$ cat src/rtl/unified_mem_arbiter.sv
// unified_mem_arbiter
// Shares one single-port synchronous SRAM (1-cycle read latency) between the
// core's instruction-fetch port and its data (load/store) port. Data has
// priority; a starvation counter hands fetch one grant after STARVE_MAX
// consecutive denied cycles. Each read response is steered back to the port
// that issued it one cycle earlier.
//
// Optional build feature: define UNIFIED_MEM_ARBITER_PERF_EN to add the
// conflict_cnt / starve_hits performance counters. Arbitration is the same
// with or without the macro.
//
// STARVE_MAX must lie in 1..15 so that it fits the 4-bit starvation counter.

module unified_mem_arbiter #(
    parameter int unsigned ADDR_W     = 12,
    parameter int unsigned STARVE_MAX = 4
) (
    input  logic              Clk,
    input  logic              Reset_n,
    // instruction fetch port (read only)
    input  logic              i_req,
    input  logic [31:0]       i_addr,
    output logic              i_gnt,
    output logic              i_rvalid,
    output logic [31:0]       i_rdata,
    // data port
    input  logic              d_req,
    input  logic              d_we,
    input  logic [3:0]        d_be,
    input  logic [31:0]       d_addr,
    input  logic [31:0]       d_wdata,
    output logic              d_gnt,
    output logic              d_rvalid,
    output logic [31:0]       d_rdata,
    // SRAM macro
    output logic              mem_en,
    output logic              mem_we,
    output logic [3:0]        mem_be,
    output logic [ADDR_W-1:0] mem_addr,
    output logic [31:0]       mem_wdata,
    input  logic [31:0]       mem_rdata
`ifdef UNIFIED_MEM_ARBITER_PERF_EN
    ,
    output logic [31:0]       conflict_cnt,
    output logic [15:0]       starve_hits
`endif
);

    localparam logic [3:0] STARVE_LIM = 4'(STARVE_MAX);

    typedef enum logic [1:0] {
        ST_NONE   = 2'd0,
        ST_RESP_I = 2'd1,
        ST_RESP_D = 2'd2
    } resp_state_t;

    resp_state_t r_state;
    logic [3:0]  r_starve_cnt;
    logic [31:0] r_i_rdata;
    logic [31:0] r_d_rdata;

    logic        w_starve_ovr;
    logic        w_i_win;
    logic        w_d_win;

    // Only the word-address bits reach the SRAM; the rest are ignored.
    logic        w_unused_addr_bits;
    assign w_unused_addr_bits = ^{i_addr[31:ADDR_W+2], i_addr[1:0],
                                  d_addr[31:ADDR_W+2], d_addr[1:0]};

    // Arbitration: data first unless fetch has been denied STARVE_MAX cycles.
    // Grants are suppressed while reset is asserted so the SRAM stays idle.
    always_comb begin
        w_starve_ovr = (r_starve_cnt == STARVE_LIM);
        w_i_win      = 1'b0;
        w_d_win      = 1'b0;
        if (!Reset_n) begin
            w_i_win = 1'b0;
            w_d_win = 1'b0;
        end else if (i_req && (!d_req || w_starve_ovr)) begin
            w_i_win = 1'b1;
        end else if (d_req) begin
            w_d_win = 1'b1;
        end else begin
            w_i_win = 1'b0;
            w_d_win = 1'b0;
        end
    end

    assign i_gnt = w_i_win;
    assign d_gnt = w_d_win;

    // SRAM drive: the winner's request goes straight to the macro this cycle.
    always_comb begin
        mem_en    = 1'b0;
        mem_we    = 1'b0;
        mem_be    = 4'h0;
        mem_addr  = '0;
        mem_wdata = 32'h0000_0000;
        if (w_i_win) begin
            mem_en   = 1'b1;
            mem_be   = 4'hF;
            mem_addr = i_addr[ADDR_W+1:2];
        end else if (w_d_win) begin
            mem_en    = 1'b1;
            mem_we    = d_we;
            mem_be    = d_we ? d_be : 4'hF;
            mem_addr  = d_addr[ADDR_W+1:2];
            mem_wdata = d_wdata;
        end else begin
            mem_en = 1'b0;
        end
    end

    // Response FSM: remember who owns the read issued this cycle and capture
    // the delivered word so it can be held until the next response.
    always_ff @(posedge Clk or negedge Reset_n) begin
        if (!Reset_n) begin
            r_state   <= ST_NONE;
            r_i_rdata <= 32'h0000_0000;
            r_d_rdata <= 32'h0000_0000;
        end else begin
            if (w_i_win) begin
                r_state <= ST_RESP_I;
            end else if (w_d_win && !d_we) begin
                r_state <= ST_RESP_D;
            end else begin
                r_state <= ST_NONE;
            end
            case (r_state)
                ST_RESP_I: r_i_rdata <= mem_rdata;
                ST_RESP_D: r_d_rdata <= mem_rdata;
                default: begin
                    r_i_rdata <= r_i_rdata;
                    r_d_rdata <= r_d_rdata;
                end
            endcase
        end
    end

    // Response outputs: live SRAM data during the response cycle, held value otherwise.
    always_comb begin
        i_rvalid = (r_state == ST_RESP_I);
        d_rvalid = (r_state == ST_RESP_D);
        i_rdata  = i_rvalid ? mem_rdata : r_i_rdata;
        d_rdata  = d_rvalid ? mem_rdata : r_d_rdata;
    end

    // Starvation counter: counts consecutive denied fetch cycles, saturating.
    always_ff @(posedge Clk or negedge Reset_n) begin
        if (!Reset_n) begin
            r_starve_cnt <= 4'd0;
        end else if (!i_req || w_i_win) begin
            r_starve_cnt <= 4'd0;
        end else if (r_starve_cnt < STARVE_LIM) begin
            r_starve_cnt <= r_starve_cnt + 4'd1;
        end else begin
            r_starve_cnt <= r_starve_cnt;
        end
    end

`ifdef UNIFIED_MEM_ARBITER_PERF_EN
    logic [31:0] r_conflict_cnt;
    logic [15:0] r_starve_hits;

    // Performance counters: contention cycles (wrapping) and override grants (saturating).
    always_ff @(posedge Clk or negedge Reset_n) begin
        if (!Reset_n) begin
            r_conflict_cnt <= 32'd0;
            r_starve_hits  <= 16'd0;
        end else begin
            if (i_req && d_req) begin
                r_conflict_cnt <= r_conflict_cnt + 32'd1;
            end else begin
                r_conflict_cnt <= r_conflict_cnt;
            end
            if (w_i_win && d_req && w_starve_ovr && (r_starve_hits != 16'hFFFF)) begin
                r_starve_hits <= r_starve_hits + 16'd1;
            end else begin
                r_starve_hits <= r_starve_hits;
            end
        end
    end

    assign conflict_cnt = r_conflict_cnt;
    assign starve_hits  = r_starve_hits;
`endif

endmodule

$ cat config.mk
export PLATFORM = sky130hd
export DESIGN_NAME = unified_mem_arbiter
export DESIGN_NICKNAME = d
export VERILOG_FILES = /design/src/rtl/unified_mem_arbiter.sv
export SDC_FILE = /design/constraint.sdc
export NUM_CORES = 1
export LEC_CHECK = 0
export ABC_AREA = 1
export ABC_CLOCK_PERIOD_IN_PS = 2370
export BUFFER_PORTS_ARGS = -buffer_cell sky130_fd_sc_hd__buf_2
export CAP_MARGIN = 20
export CORE_AREA = 4 4 97 99
export DETAILED_ROUTE_END_ITERATION = 7
export DIE_AREA = 0 0 101 103
export GPL_TIMING_DRIVEN = 1
export HOLD_SLACK_MARGIN = 0.12
export PLACE_DENSITY = 0.86
export SYNTH_ARGS = -nofsm -noshare
export SYNTH_HDL_FRONTEND = slang
export SYNTH_SLANG_ARGS = --single-unit
$ cat constraint.sdc
create_clock -name Clk -period 2.37 [get_ports Clk]
set_clock_uncertainty 0.1 [all_clocks]
set_input_delay 0.1185 -clock Clk [delete_from_list [all_inputs] [get_ports Clk]]
set_output_delay 0.1185 -clock Clk [all_outputs]
set_load 0.02 [all_outputs]
After elaboration in Yosys (flattened, before gate mapping)

Cells that the tools add are included.

Add/sub/neg operators: 1
Magnitude comparators: 1
Equal/unequal tests: 3
Mux-type cells: 22
Reductions and logical operators: 8

Operator list:

| cell                                                       | number |
|---|---|
| 2-to-1 mux 32 bit                                          | 4 |
| 2-to-1 mux 12 bit                                          | 2 |
| 2-to-1 mux 4 bit                                           | 5 |
| 2-to-1 mux 1 bit                                           | 9 |
| adder 4 x 1 -> 4 bit, second input constant                | 1 |
| == test 4 x 3 -> 1 bit, second input constant              | 1 |
| less-than comparator 4 x 3 -> 1 bit, second input constant | 1 |
| 2-to-1 mux 2 bit                                           | 2 |
| logical NOT 1 bit                                          | 3 |
| == test 2 x 1 -> 1 bit, second input constant              | 1 |
| == test 2 bit, second input constant                       | 1 |
| logical AND 1 bit                                          | 2 |
| logical OR 1 bit                                           | 2 |
| nonzero test 2 bit                                         | 1 |

Register bits: 70
Input bits: 137
Output and inout port bits: 118
Word-level logic and storage cells: 39

Depth between registers and ports, before layout

Depth after elaboration: 8
Depth in mapped cells: 8
Depth with buffers taken out: 7

Least setup slack after synthesis

OpenSTA, ideal clock, no wires.

Path type: register -> register
Start point: reg r_state[1]
End point: reg r_i_rdata[23]
Setup time: 0.186 ns
Arrival time: 1.465 ns
Data required time: 2.084 ns
Path slack: 0.619 ns
Cell stages (with the launch flop): 5
Buffers on the path: 1
Clock period less this slack: 1.751 ns
Path through: dfrtp_1 nor2_2 inv_2 clkbuf_1 o21ai_0

Cells in the longest elaborated chain, start to end: 2

RTL lines:

| element                  | line | text |
|---|---|---|
| start: declaration       | 57   | `resp_state_t r_state;` |
| start signal: assignment | 119  | `r_state <= ST_NONE;` |
| start signal: assignment | 124  | `r_state <= ST_RESP_I;` |
| start signal: assignment | 126  | `r_state <= ST_RESP_D;` |
| == test 2 x 1 -> 1 bit   | -    |  |
| net i_rvalid             | 24   | `output logic i_rvalid,` |
| 2-to-1 mux 32 bit        | -    |  |
| net i_rdata[23]          | 25   | `output logic [31:0] i_rdata,` |
| end signal: assignment   | 131  | `ST_RESP_I: r_i_rdata <= mem_rdata;` |
| end signal: assignment   | 134  | `r_i_rdata <= r_i_rdata;` |
| end: declaration         | 59   | `logic [31:0] r_i_rdata;` |

The timed path passes the listed nets, and every way through them passes these cells.
A chain may end at the register's enable or synchronous reset.

Worst setup path after layout

Start point: reg r_starve_cnt[0]
End point: out mem_wdata[10]

Cells in the longest elaborated chain, start to end: 7
Elaborated cells on any way between the ends: 9
Classes of those cells: 1 x eq/ne; 6 x mux; 2 x reduce/logical

RTL lines:

| element                  | line | text |
|---|---|---|
| start: declaration       | 58   | `logic [3:0] r_starve_cnt;` |
| start signal: assignment | 156  | `r_starve_cnt <= r_starve_cnt + 4'd1;` |
| start signal: assignment | 158  | `r_starve_cnt <= r_starve_cnt;` |
| == test 4 x 3 -> 1 bit * | 74   | `w_starve_ovr = (r_starve_cnt == STARVE_LIM);` |
| logical OR 1 bit *       | 80   | `end else if (i_req && (!d_req \|\| w_starve_ovr)) begin` |
| logical AND 1 bit *      | 80   |  |
| 2-to-1 mux 1 bit         | 80   |  |
| 2-to-1 mux 1 bit         | 77   | `if (!Reset_n) begin` |
| 2-to-1 mux 32 bit        | 104  | `end else if (w_d_win) begin` |
| 2-to-1 mux 32 bit *      | 100  | `if (w_i_win) begin` |
| end: declaration         | 40   | `output logic [31:0] mem_wdata,` |

Mark *: on every way between the ends. The rest lies on a longest branch, timed or not.

==> flow_metrics.tcl <==
set metrics [dict create \
    status "finished clean" \
    firstDrtPassIters 4 \
    drv_slew 0 \
    cts.path.max_buffers 2 \
    reg2reg_slack_ns 0.73 \
    synth-seq-area-share_pct 54.3 \
    drtIter0Drc 118 \
    cap_violations 0 \
    rsz0062_at_grt "no" \
    tightest_slew_ns 0.773 \
    intPower_mw 2.45 \
    synth_top_family_by_area "simple AND/OR/NAND/NOR gates" \
    pwr-share-clk_pct 28.0 \
    cp_slowest_cell "dfrtp_1" \
    start_util_pct 37.7 \
    pre_cts_slack_ns 0.497 \
    vias 3422 \
    grt_pass1_vias 3444 \
    io_pins 255 \
    hp-class "input port to register" \
    track_usage_pct 20.6 \
    power_density_nw_per_um2 766 \
    hold_end "r_state[0]" \
    final_cell_area_um2 4950 \
    power_leakage_nw 3.01 \
    drt-total-wl_um 10900 \
    vias_per_cell 4.56 \
    globalplace.congestion 0.908 \
    cts.sinks 70 \
    grt_remaining_overflow 0 \
    ff2ff_path_depth 7 \
    fin_nets 777 \
    final_cells 751 \
    rows 34 \
    crit_required_ns 2.15 \
    min_from "d_req" \
    netlist_area_um2 3230 \
    grt_pass1_wl_um 16800 \
    relSlewSlack_pct 48.5 \
    reg2reg_from "r_starve_cnt[0]" \
    drive_above_1_share_pct 38.6 \
    die_x_um 101 \
    crit_family "simple AND/OR/NAND/NOR gates" \
    synth_nets 535 \
    critical_path_class "register to output port" \
    cts_root_buf "clkbuf_8" \
    reg2reg_to "r_starve_cnt[0]" \
    grt_antenna_before_repair 0 \
    ys_types 21 \
    layout_commonest_cell "buf_2" \
    setup_violations 0 \
    grt_start_max_net_pins 66 \
    core_area_um2 8550 \
    drc 0 \
    wl_per_cell_um 14.5 \
    setup_ws_ns 0.235 \
    seqCellArea_um2 1750 \
    slowest_delay_ns 0.36 \
    cpMostUsedCell "nand2_4" \
    synth-compound-area-share_pct 10.4 \
    syn_inst 396 \
    hold_viol_final 0 \
    cts_tree "done" \
    multi_input_area_um2 1080 \
    worst-path-stages 8 \
    place_area_um2 4360 \
    yosys.area_share.simple_pct 21.7 \
    yosysWarnings 0 \
    ant_nets 0 \
    synth_seq_cells 70 \
    yosys.area_share.adder_pct 0.775 \
    final_cell_mix "buf_2 (213), nand2_1 (83), inv_1 (71)" \
    synthXorXnorAreaFrac_pct 0.271 \
    syn_to_final_growth_pct 53.3 \
    clock.fmax_mhz 468 \
    period_minus_slack_ns 2.13 \
    antenna_cells 0 \
    clock_latency_ns 0.34 \
    syn_avg_cell_area_um2 8.15 \
    pwr-share-comb_pct 32.2 \
    p_seq_share_pct 39.8 \
    fin_setup_tns_ns 0 \
    htreeDepth 3 \
    crit_path_start_kind "register" \
    p_sw_share_pct 35.4 \
    cts_made_buffers 9 \
    p_switching_mw 1.34 \
    die_y_um 103 \
    critical_path_peak_fanout 36 \
    clkTransAtPathRegs_ns 0.08 \
    dp_hpwl_um 7950 \
    fp.dieArea_um2 10400 \
    n_fill_cell 727 \
    placedCellCount 699 \
    numPortBuffers 214 \
    hold_path_depth 4 \
    critPathArrivalTime_ns 1.92 \
    peakVddDrop_v 0.000265 \
    cp_cell_sequence "inv_1 > ha_1 > nand3_2 > nand2_4 > nand2_4 > nand2_8 > nor2_1 > buf_2" \
    path_buf_inv 2 \
    finalCritPeriodShare_pct 90.1 \
    synth.mux.area_fraction_pct 0 \
    critPathCaptureType "output port" \
]
## registers in the layout, indices dropped and copies added (netlist names)
name / flops
r_d_rdata: 32
r_starve_cnt: 4
r_i_rdata: 32
r_state: 2
## power by group through the flow
stage | sequential [mW] | combinational, mW | clock, mW
after floorplan | 1.51 | 0.721 | 0
after global placement | 1.51 | 1.14 | 0
after detailed placement | 1.53 | 1.17 | 0
after CTS | 1.50 | 1.23 | 1.10
after global routing | 1.52 | 1.34 | 1.15
final | 1.51 | 1.22 | 1.06
## worst min-delay path: cells and delay by family
| kind | cells | cell delay, ns |
|---|---|---|
| buf+inv | 2 | 0.23 |
| simple gates | 2 | 0.36 |
## worst max path at each step
stage | end | startpoint | slack [ns]
6_report | mem_wdata[10] | r_starve_cnt[0] | 0.24
5_1_grt | mem_wdata[31] | r_starve_cnt[0] | 0.08
4_1_cts | mem_en | r_starve_cnt[0] | 0.11
3_5_place_dp | mem_en | r_starve_cnt[0] | 0.50
3_3_place_gp | mem_en | r_starve_cnt[0] | 0.58
2_1_floorplan | r_i_rdata[23] | r_state[1] | 0.62
## layout make-up
| cell class | instances | area share [%] |
|---|---|---|
| clock buffer | 10 | 2.58 |
| clock inverter | 6 | 1.90 |
| inverter | 74 | 5.61 |
| multi-input combinational | 230 | 21.8 |
| sequential | 70 | 35.4 |
| tap | 108 | 2.73 |
| timing repair buffer | 253 | 29.9 |
## logic make-up (layout without fill, tap and decap cells)
logic type | count (synthesis) | in the layout
compound gates | 67 | 67
xor+xnor | 1 | 1
fa+ha+maj | 2 | 2
flops | 70 | 70
simple gates | 160 | 160
buf+inv | 96 | 343
## synth_stat cells (all sizes together)
| cell | n | area share (%) |
|---|---|---|
| nand2 | 87 | 11 |
| inv | 74 | 8.6 |
| dfrtp | 70 | 54 |
| o21ai | 65 | 10 |
| nor2 | 41 | 5.2 |
| nand3 | 17 | 2.8 |
| buf | 14 | 3.0 |
| nand4 | 12 | 2.3 |
| clkbuf | 8 | 1.0 |
| or2 | 3 | 0.58 |
| a21oi | 2 | 0.31 |
| ha | 2 | 0.78 |
| xor2 | 1 | 0.27 |
## per-layer routing
metal | track usage, % | vias to the layer above | wire length [µm]
met3 | 5.95 | 12 | 961
li1 | - | 1698 | -
met2 | 38.8 | 166 | 5810
met4 | 6.34 | 0 | 171
met1 | 22.1 | 1546 | 3960
met5 | 0 | - | 0
## stage by stage
step	power (mW)	hold slack [ns]	util, %
after floorplan	2.23	-0.277	-
after global placement	2.65	-0.102	51.0
after detailed placement	2.70	-0.0969	51.0
after CTS	3.84	0.305	57.8
after global routing	4.02	0.362	57.9
final	3.79	0.329	57.9
## what timing repair did
item	CTS	global route
setup endpoints to repair	0	17
hold buffers	36	0
hold endpoints to repair	111	0
gates resized for setup	0	1
buffers inserted	0	0
Note: power is estimated with default switching activity, not from simulation.
